--- config.mk ---
export PLATFORM = sky130hd
export DESIGN_NAME = hilo_unit
export DESIGN_NICKNAME = d
export VERILOG_FILES = /design/src/rtl/hilo_unit.sv
export SDC_FILE = /design/constraint.sdc
export NUM_CORES = 1
export LEC_CHECK = 0
export ABC_AREA = 1
export ABC_CLOCK_PERIOD_IN_PS = 1600
export BUFFER_PORTS_ARGS = -buffer_cell sky130_fd_sc_hd__buf_2
export CORE_MARGIN = 2
export CORE_UTILIZATION = 51
export CTS_CLUSTER_SIZE = 20
export DETAILED_ROUTE_END_ITERATION = 12
export PLACE_DENSITY = 0.79
export SKIP_LAST_GASP = 1
export SLEW_MARGIN = 20
export SYNTH_ARGS = -nofsm -noshare
export SYNTH_HDL_FRONTEND = slang
export SYNTH_SLANG_ARGS = --single-unit
--- constraint.sdc ---
create_clock -name clk -period 1.6 [get_ports clk]
set_input_delay 0.32 -clock clk [delete_from_list [all_inputs] [get_ports clk]]
set_output_delay 0.32 -clock clk [all_outputs]
set_load 0.05 [all_outputs]
--- src/rtl/hilo_unit.sv ---
// hilo_unit: HI/LO register file with a multiplier handshake, a busy timeout and MFHI/MFLO read-out.
module hilo_unit #(
  parameter int TIMEOUT = 40
) (
  input  logic        clk,
  input  logic        reset,
  input  logic        op_valid,
  input  logic [2:0]  op,
  input  logic [31:0] rs_data,
  input  logic [31:0] rt_data,
  output logic [31:0] rd_data,
  output logic        rd_valid,
  output logic        stall,
  output logic        mul_enable,
  output logic        mul_sign,
  output logic [31:0] mul_a,
  output logic [31:0] mul_b,
  input  logic [63:0] mul_product,
  input  logic        mul_ready,
  output logic        busy,
  output logic        err
);
  localparam int CW = $clog2(TIMEOUT + 1);
  typedef enum logic {IDLE, BUSY} state_t;
  state_t r_state, w_next;
  logic [CW-1:0] r_cnt;
  logic [31:0] r_hi, r_lo, r_mul_a, r_mul_b;
  logic r_mul_sign, r_err;
  logic w_busy, w_op_ok, w_idle_op, w_mul, w_done, w_timeout;
  assign w_busy    = r_state == BUSY;
  assign w_op_ok   = op_valid && op >= 3'd1 && op <= 3'd6;
  assign w_idle_op = w_op_ok && !w_busy;
  assign w_mul     = w_idle_op && (op == 3'd1 || op == 3'd2);
  assign w_done    = w_busy && mul_ready;
  // ready wins over timeout when both land in the last allowed cycle
  assign w_timeout = w_busy && !mul_ready && r_cnt == CW'(TIMEOUT - 1);
  always_comb begin
    w_next     = r_state;
    stall      = w_op_ok && w_busy;
    rd_valid   = w_idle_op && (op == 3'd5 || op == 3'd6);
    rd_data    = rd_valid ? (op == 3'd5 ? r_hi : r_lo) : 32'd0;
    busy       = w_busy;
    mul_enable = w_busy;
    w_next     = w_busy ? ((w_done || w_timeout) ? IDLE : BUSY) : (w_mul ? BUSY : IDLE);
  end
  always_ff @(posedge clk) begin
    if (reset) begin
      r_state    <= IDLE;
      r_cnt      <= '0;
      r_hi       <= '0;
      r_lo       <= '0;
      r_mul_a    <= '0;
      r_mul_b    <= '0;
      r_mul_sign <= 1'b0;
      r_err      <= 1'b0;
    end else begin
      r_state <= w_next;
      if (w_mul) begin
        r_mul_a    <= rs_data;
        r_mul_b    <= rt_data;
        r_mul_sign <= op == 3'd1;
        r_cnt      <= '0;
      end else if (w_busy) r_cnt <= r_cnt + 1'b1;
      if (w_done) {r_hi, r_lo} <= mul_product;
      else if (w_idle_op && op == 3'd3) r_hi <= rs_data;
      else if (w_idle_op && op == 3'd4) r_lo <= rs_data;
      if (w_timeout) r_err <= 1'b1;
    end
  end
  assign mul_a    = r_mul_a;
  assign mul_b    = r_mul_b;
  assign mul_sign = r_mul_sign;
  assign err      = r_err;
endmodule
## Word level (Yosys, flattened, before mapping)

Index checks and enable logic that the tools add are counted.
W data, S select, Z words.

| operators by class | value |
|---|---|
| add/sub/neg operators | 1 |
| reduce and logical (&&, ||, !) cells | 20 |
| muxes and demuxes | 10 |
| equal/unequal tests | 8 |
| $lt $le $gt $ge | 2 |

Operators with widths:

| operator | count |
|---|---|
| $mux W32 | 7 |
| $logic_and A1 B1 Y1 | 11 |
| $eq A3 B3 Y1 const B | 3 |
| $add A6 B1 Y6 const B | 1 |
| $eq A3 B2 Y1 const B | 2 |
| $eq A6 B6 Y1 const B | 1 |
| $reduce_bool A2 Y1 | 2 |
| $eq A3 B1 Y1 const B | 1 |
| $ge A3 B1 Y1 const B | 1 |
| $le A3 B3 Y1 const B | 1 |
| $logic_or A1 B1 Y1 | 3 |
| $mux W1 | 3 |
| $logic_not A1 Y1 | 2 |
| $ne A2 B2 Y1 const B | 1 |
| $reduce_and A2 Y1 | 1 |
| $reduce_or A2 Y1 | 1 |

| word-level totals | value |
|---|---|
| register bits | 137 |
| input bits | 135 |
| output and inout bits | 102 |
| word-level logic and storage cells | 49 |

## Logic depth before layout (Yosys ltp)

| depth | value |
|---|---|
| depth after elaboration | 8 |
| mapped depth | 10 |
| gate-level depth less buffers | 8 |

## Worst setup path before layout

Ideal clock, no wire load.

| path | value |
|---|---|
| kind | flip-flop to output port |
| start point | register r_state, in the netlist busy |
| end point | output rd_data[22] |
| buffers on the path | 2 |
| stages on the path, launching flop included | 8 |
| data required time | 1280 ps |
| path slack | -734 ps |
| arrival time | 2014 ps |
| cell sequence | dfxtp_1 -> buf_2 -> inv_1 -> nand3_2 -> inv_1 -> nand4_1 -> buf_2 -> nor2_1 |

| between the ends | value |
|---|---|
| cells in the longest elaborated chain, start to end | 4 |

RTL lines:

| element | line | text |
|---|---|---|
| start: declaration | 25 | `state_t r_state, w_next;` |
| start signal: assignment | 57 | `r_state <= w_next;` |
| $logic_not A1 Y1 | 32 | `assign w_idle_op = w_op_ok && !w_busy;` |
| $logic_and A1 B1 Y1 | 32 |  |
| $logic_and A1 B1 Y1 | 40 | `rd_valid = w_idle_op && (op == 3'd5 \|\| op == 3'd6);` |
| $mux W32 | 41 | `rd_data = rd_valid ? (op == 3'd5 ? r_hi : r_lo) : 32'd0;` |
| end: declaration | 11 | `output logic [31:0] rd_data,` |

Every way passes these cells.

## Worst setup path in the final report

| path | value |
|---|---|
| start point | register r_state, in the netlist busy |
| end point | output rd_data[26] |

The elaborated chain is that of the path after synthesis.

==> results by group <==
Outcome
  • Status: finished with violations
  • Failing checks: negative setup slack

Logic synthesis
  • Post-synthesis sequential area ratio: 38.1%
  • Synth area leader: dfxtp_1
  • Synth Register Bits: 137
  • Post-synthesis cell type count: 24
  • Synth Instances: 1,205
  • Net Count, Synth: 1,341
  • Synth top area share: 38.1%
  • Cell area after synthesis: slightly above 0.007 sq mm
  • Synth top area cells: dfxtp_1, nand2_1, nor2_1, nand3_1, inv_1
  • Synthesized area per cell: 5.97 sq um
  • YS warnings: 0

CTS
  • H-tree levels: 4
  • CTS tree: yes
  • CTS clock-pin slew for the worst setup and hold paths: 50 ps
  • CTS root buf: clkbuf_16
  • CTS Hold Bufs: 0
  • Clock tree sinks: around 140
  • Clk_lat worst skew: 420 ps
  • Number of CTS-inserted buffers: 17
  • Buffer depth of the longest clock path: 2

Critical path
  • Critical-path cell list: inv_4 -> nand3_4 -> inv_2 -> nand4_1 -> buf_6 -> clkbuf_16 -> nor2_4 -> buf_8
  • CP max stage delay: 340 ps
  • CP required: 1280 ps
  • Worst r2r src: busy$_SDFF_PP0_
  • Crit Path Class: register to primary output
  • Crit path max fanout: 8
  • Crit path DAT: roughly 1700 ps
  • R2R Path End: mul_b[18]$_SDFFE_PP0P_
  • Crit-path slowest cell: dfxtp_4
  • R2R Setup Slk: ~130 ps
  • Worst Reg-to-Reg Cells: 10
  • CP Launch Type: register
  • CP Capture Type: primary output

Routing
  • First drt pass iteration count: 8
  • Vias: between 7k and 8k
  • First DRT Iteration DRCs: ~700
  • DRC errors left: 0
  • ANT nets after route: 0
  • Vias per inst: 4.91
  • Post-Route WL: 21,200 um
  • Wirelength per Cell: 13.0 um

GRT
  • First-pass GRT wire length: 33,100 um
  • Initial antenna violation count: 2
  • Overall Global Routing Usage: ~28%
  • Vias in the first global route: 6,928
  • Total gr overflow: 0
  • Largest net degree at the start of global routing: 65

Timing
  • RSZ-0062 raised after global routing: yes
  • Worst Tran Pin Value: 401 ps
  • Worst Hold Slack: between 100 and 150 ps
  • Worst setup margin: -406 ps
  • Hold Vio Cnt, Final: 0
  • Slew headroom: 73.2%
  • Final worst-path cycle share: 125%
  • Clock period minus final worst setup slack: 2010 ps
  • Max Clock Freq: 0.498 GHz
  • Clock Skew: roughly 5.3 ps
  • Fin. max-slew vios: 0
  • Setup TNS Final: -11,750 ps
  • Final setup viols: 33

Power
  • Total power: slightly above 0.009 W
  • P per Cell Area: 907 mW/mm^2
  • VDD IR max: around 0.00077 V
  • P_leak: 5.28 nW

Floorplanning
  • Core region area: 0.0138 sq mm
  • Initial Utilization: 52.0%
  • Die Area: 0.0151 sq mm
  • Ports: 237
  • Rows: 43
  • Die height: about 120 um
  • Die width: 123 um

Cells and area
  • Share of layout cells above drive strength 1: around a quarter
  • Final core utilization: between 70% and 80%
  • Layout area overhead: 42.0%
  • Final nets: 1,569
  • Post-Layout Cell Count: 1,627

Min path
  • HP Start: reset
  • Min-Delay Path Class: input port to register
  • Hold Path Depth: 2
  • WHS Endpoint: busy$_SDFF_PP0_

Placed design
  • Final HPWL DP: 14,100 um
  • DP Cell Count: 1,585
  • RePlAce Congestion: 0.848
  • IO Port Bufs: 236

Flow run
  • Max-Cap Viols: 0
==> critical path: cells and delay by family (launching register included) <==
family                 cells  cell delay (ps)
buffers and inverters      5              650
AND/OR/NAND/NOR            3              260
flip-flops                 1              340
==> flip-flops by register name, summed over array words and instances (netlist names) <==
| signal | count |
|---|---|
| busy | 1 |
| r_lo | 32 |
| mul_b | 32 |
| r_hi | 32 |
| r_cnt | 6 |
| err | 1 |
| mul_a | 32 |
| mul_sign | 1 |
==> metrics by stage <==
stage               cell area [sq um]  setup WS [ps]
CTS                             10000           -400
finish                          10200           -406
global route                    10200           -459
global placement                 9070           -335
detailed placement               9070           -386
floorplan                        7450           -315
==> per-layer routing <==
metal / vias up / global-route usage, % / wire length, um
met5: - / 0 / 0
met4: 0 / 10.1 / 387
met3: 32 / 6.41 / 1540
met2: 296 / 44.1 / 9830
met1: 3553 / 36.5 / 9430
li1: 4111 / - / -
==> cell usage after synthesis, drive strengths merged <==
cell type and count:
o21ai 33, or2 1, a21oi 66, and3 1, xor2 2, clkbuf 40, mux2i 1, ha 1
inv 171, nand3 134, o21a 1, nor3 2, nor2 236, dfxtp 137, buf 42, nand4 4
xnor2 2, nand2 331
==> report_power, final <==
group	leakage, nW	switching (W)	internal (W)
clock network	0.283	0.00142	0.00252
registers	1.12	0.0000727	0.00359
logic	3.88	0.00107	0.000593
==> layout make-up <==
cell class | instances | area (sq um)
multi-input combinational | 815 | 3700
fill | 1138 | 3620
sequential | 137 | 2750
timing repair buffer | 291 | 2290
inverter | 171 | 651
clock buffer | 23 | 468
tap | 180 | 225
clock inverter | 8 | 120
antenna | 2 | 5.00
==> cell usage in the layout, fill, tap and decap left out, types with 2 or more instances in the layout <==
| cell | synthesis | layout |
|---|---|---|
| dfxtp_1 | 137 | 136 |
| nand2_1 | 331 | 329 |
| nor2_1 | 235 | 202 |
| clkinv_2 | 0 | 3 |
| buf_12 | 0 | 20 |
| bufinv_16 | 0 | 3 |
| a21oi_1 | 66 | 66 |
| buf_6 | 0 | 15 |
| buf_16 | 0 | 3 |
| nor3_1 | 2 | 2 |
| nand3_1 | 133 | 132 |
| clkbuf_1 | 40 | 4 |
| buf_4 | 11 | 28 |
| nand4_1 | 2 | 2 |
| buf_8 | 0 | 21 |
| diode_2 | 0 | 2 |
| xnor2_1 | 2 | 2 |
| clkbuf_16 | 0 | 19 |
| clkinvlp_4 | 0 | 3 |
| xor2_1 | 2 | 2 |
| nor2_4 | 0 | 34 |
| o21ai_0 | 32 | 32 |
| clkbuf_8 | 0 | 2 |
| buf_2 | 23 | 200 |
| inv_1 | 171 | 167 |
| inv_4 | 0 | 2 |
| bufbuf_16 | 0 | 2 |
| nand4_2 | 2 | 2 |
==> cells by family after synthesis <==
family	share of synthesized area (%)
AND/OR/NAND/NOR	39.9
buffers and inverters	14.2
flip-flops	38.1
AO/OA/AOI/OAI	7.00
XOR/XNOR	0.487
multiplexers	0.139
adder cells (fa/ha/maj)	0.174
==> worst max-delay path by stage <==
stage                    start     endpoint  slack (ps)  depth (start not counted)
3_3_place_gp             op[1]     rd_valid        -340                          9
3_5_place_dp             op[2]     rd_valid        -390                         10
4_1_cts        busy$_SDFF_PP0_   rd_data[0]        -400                          8
2_1_floorplan  busy$_SDFF_PP0_  rd_data[10]        -320                          7
5_1_grt        busy$_SDFF_PP0_  rd_data[15]        -460                          8
6_report       busy$_SDFF_PP0_  rd_data[26]        -410                          8
==> what timing repair did <==
item	CTS	global route
gates cloned	4	2
pin swaps	2	8
setup endpoints to repair	36	48
setup buffers	2	1
resized for setup	79	26
(Power assumes the default switching activity.)
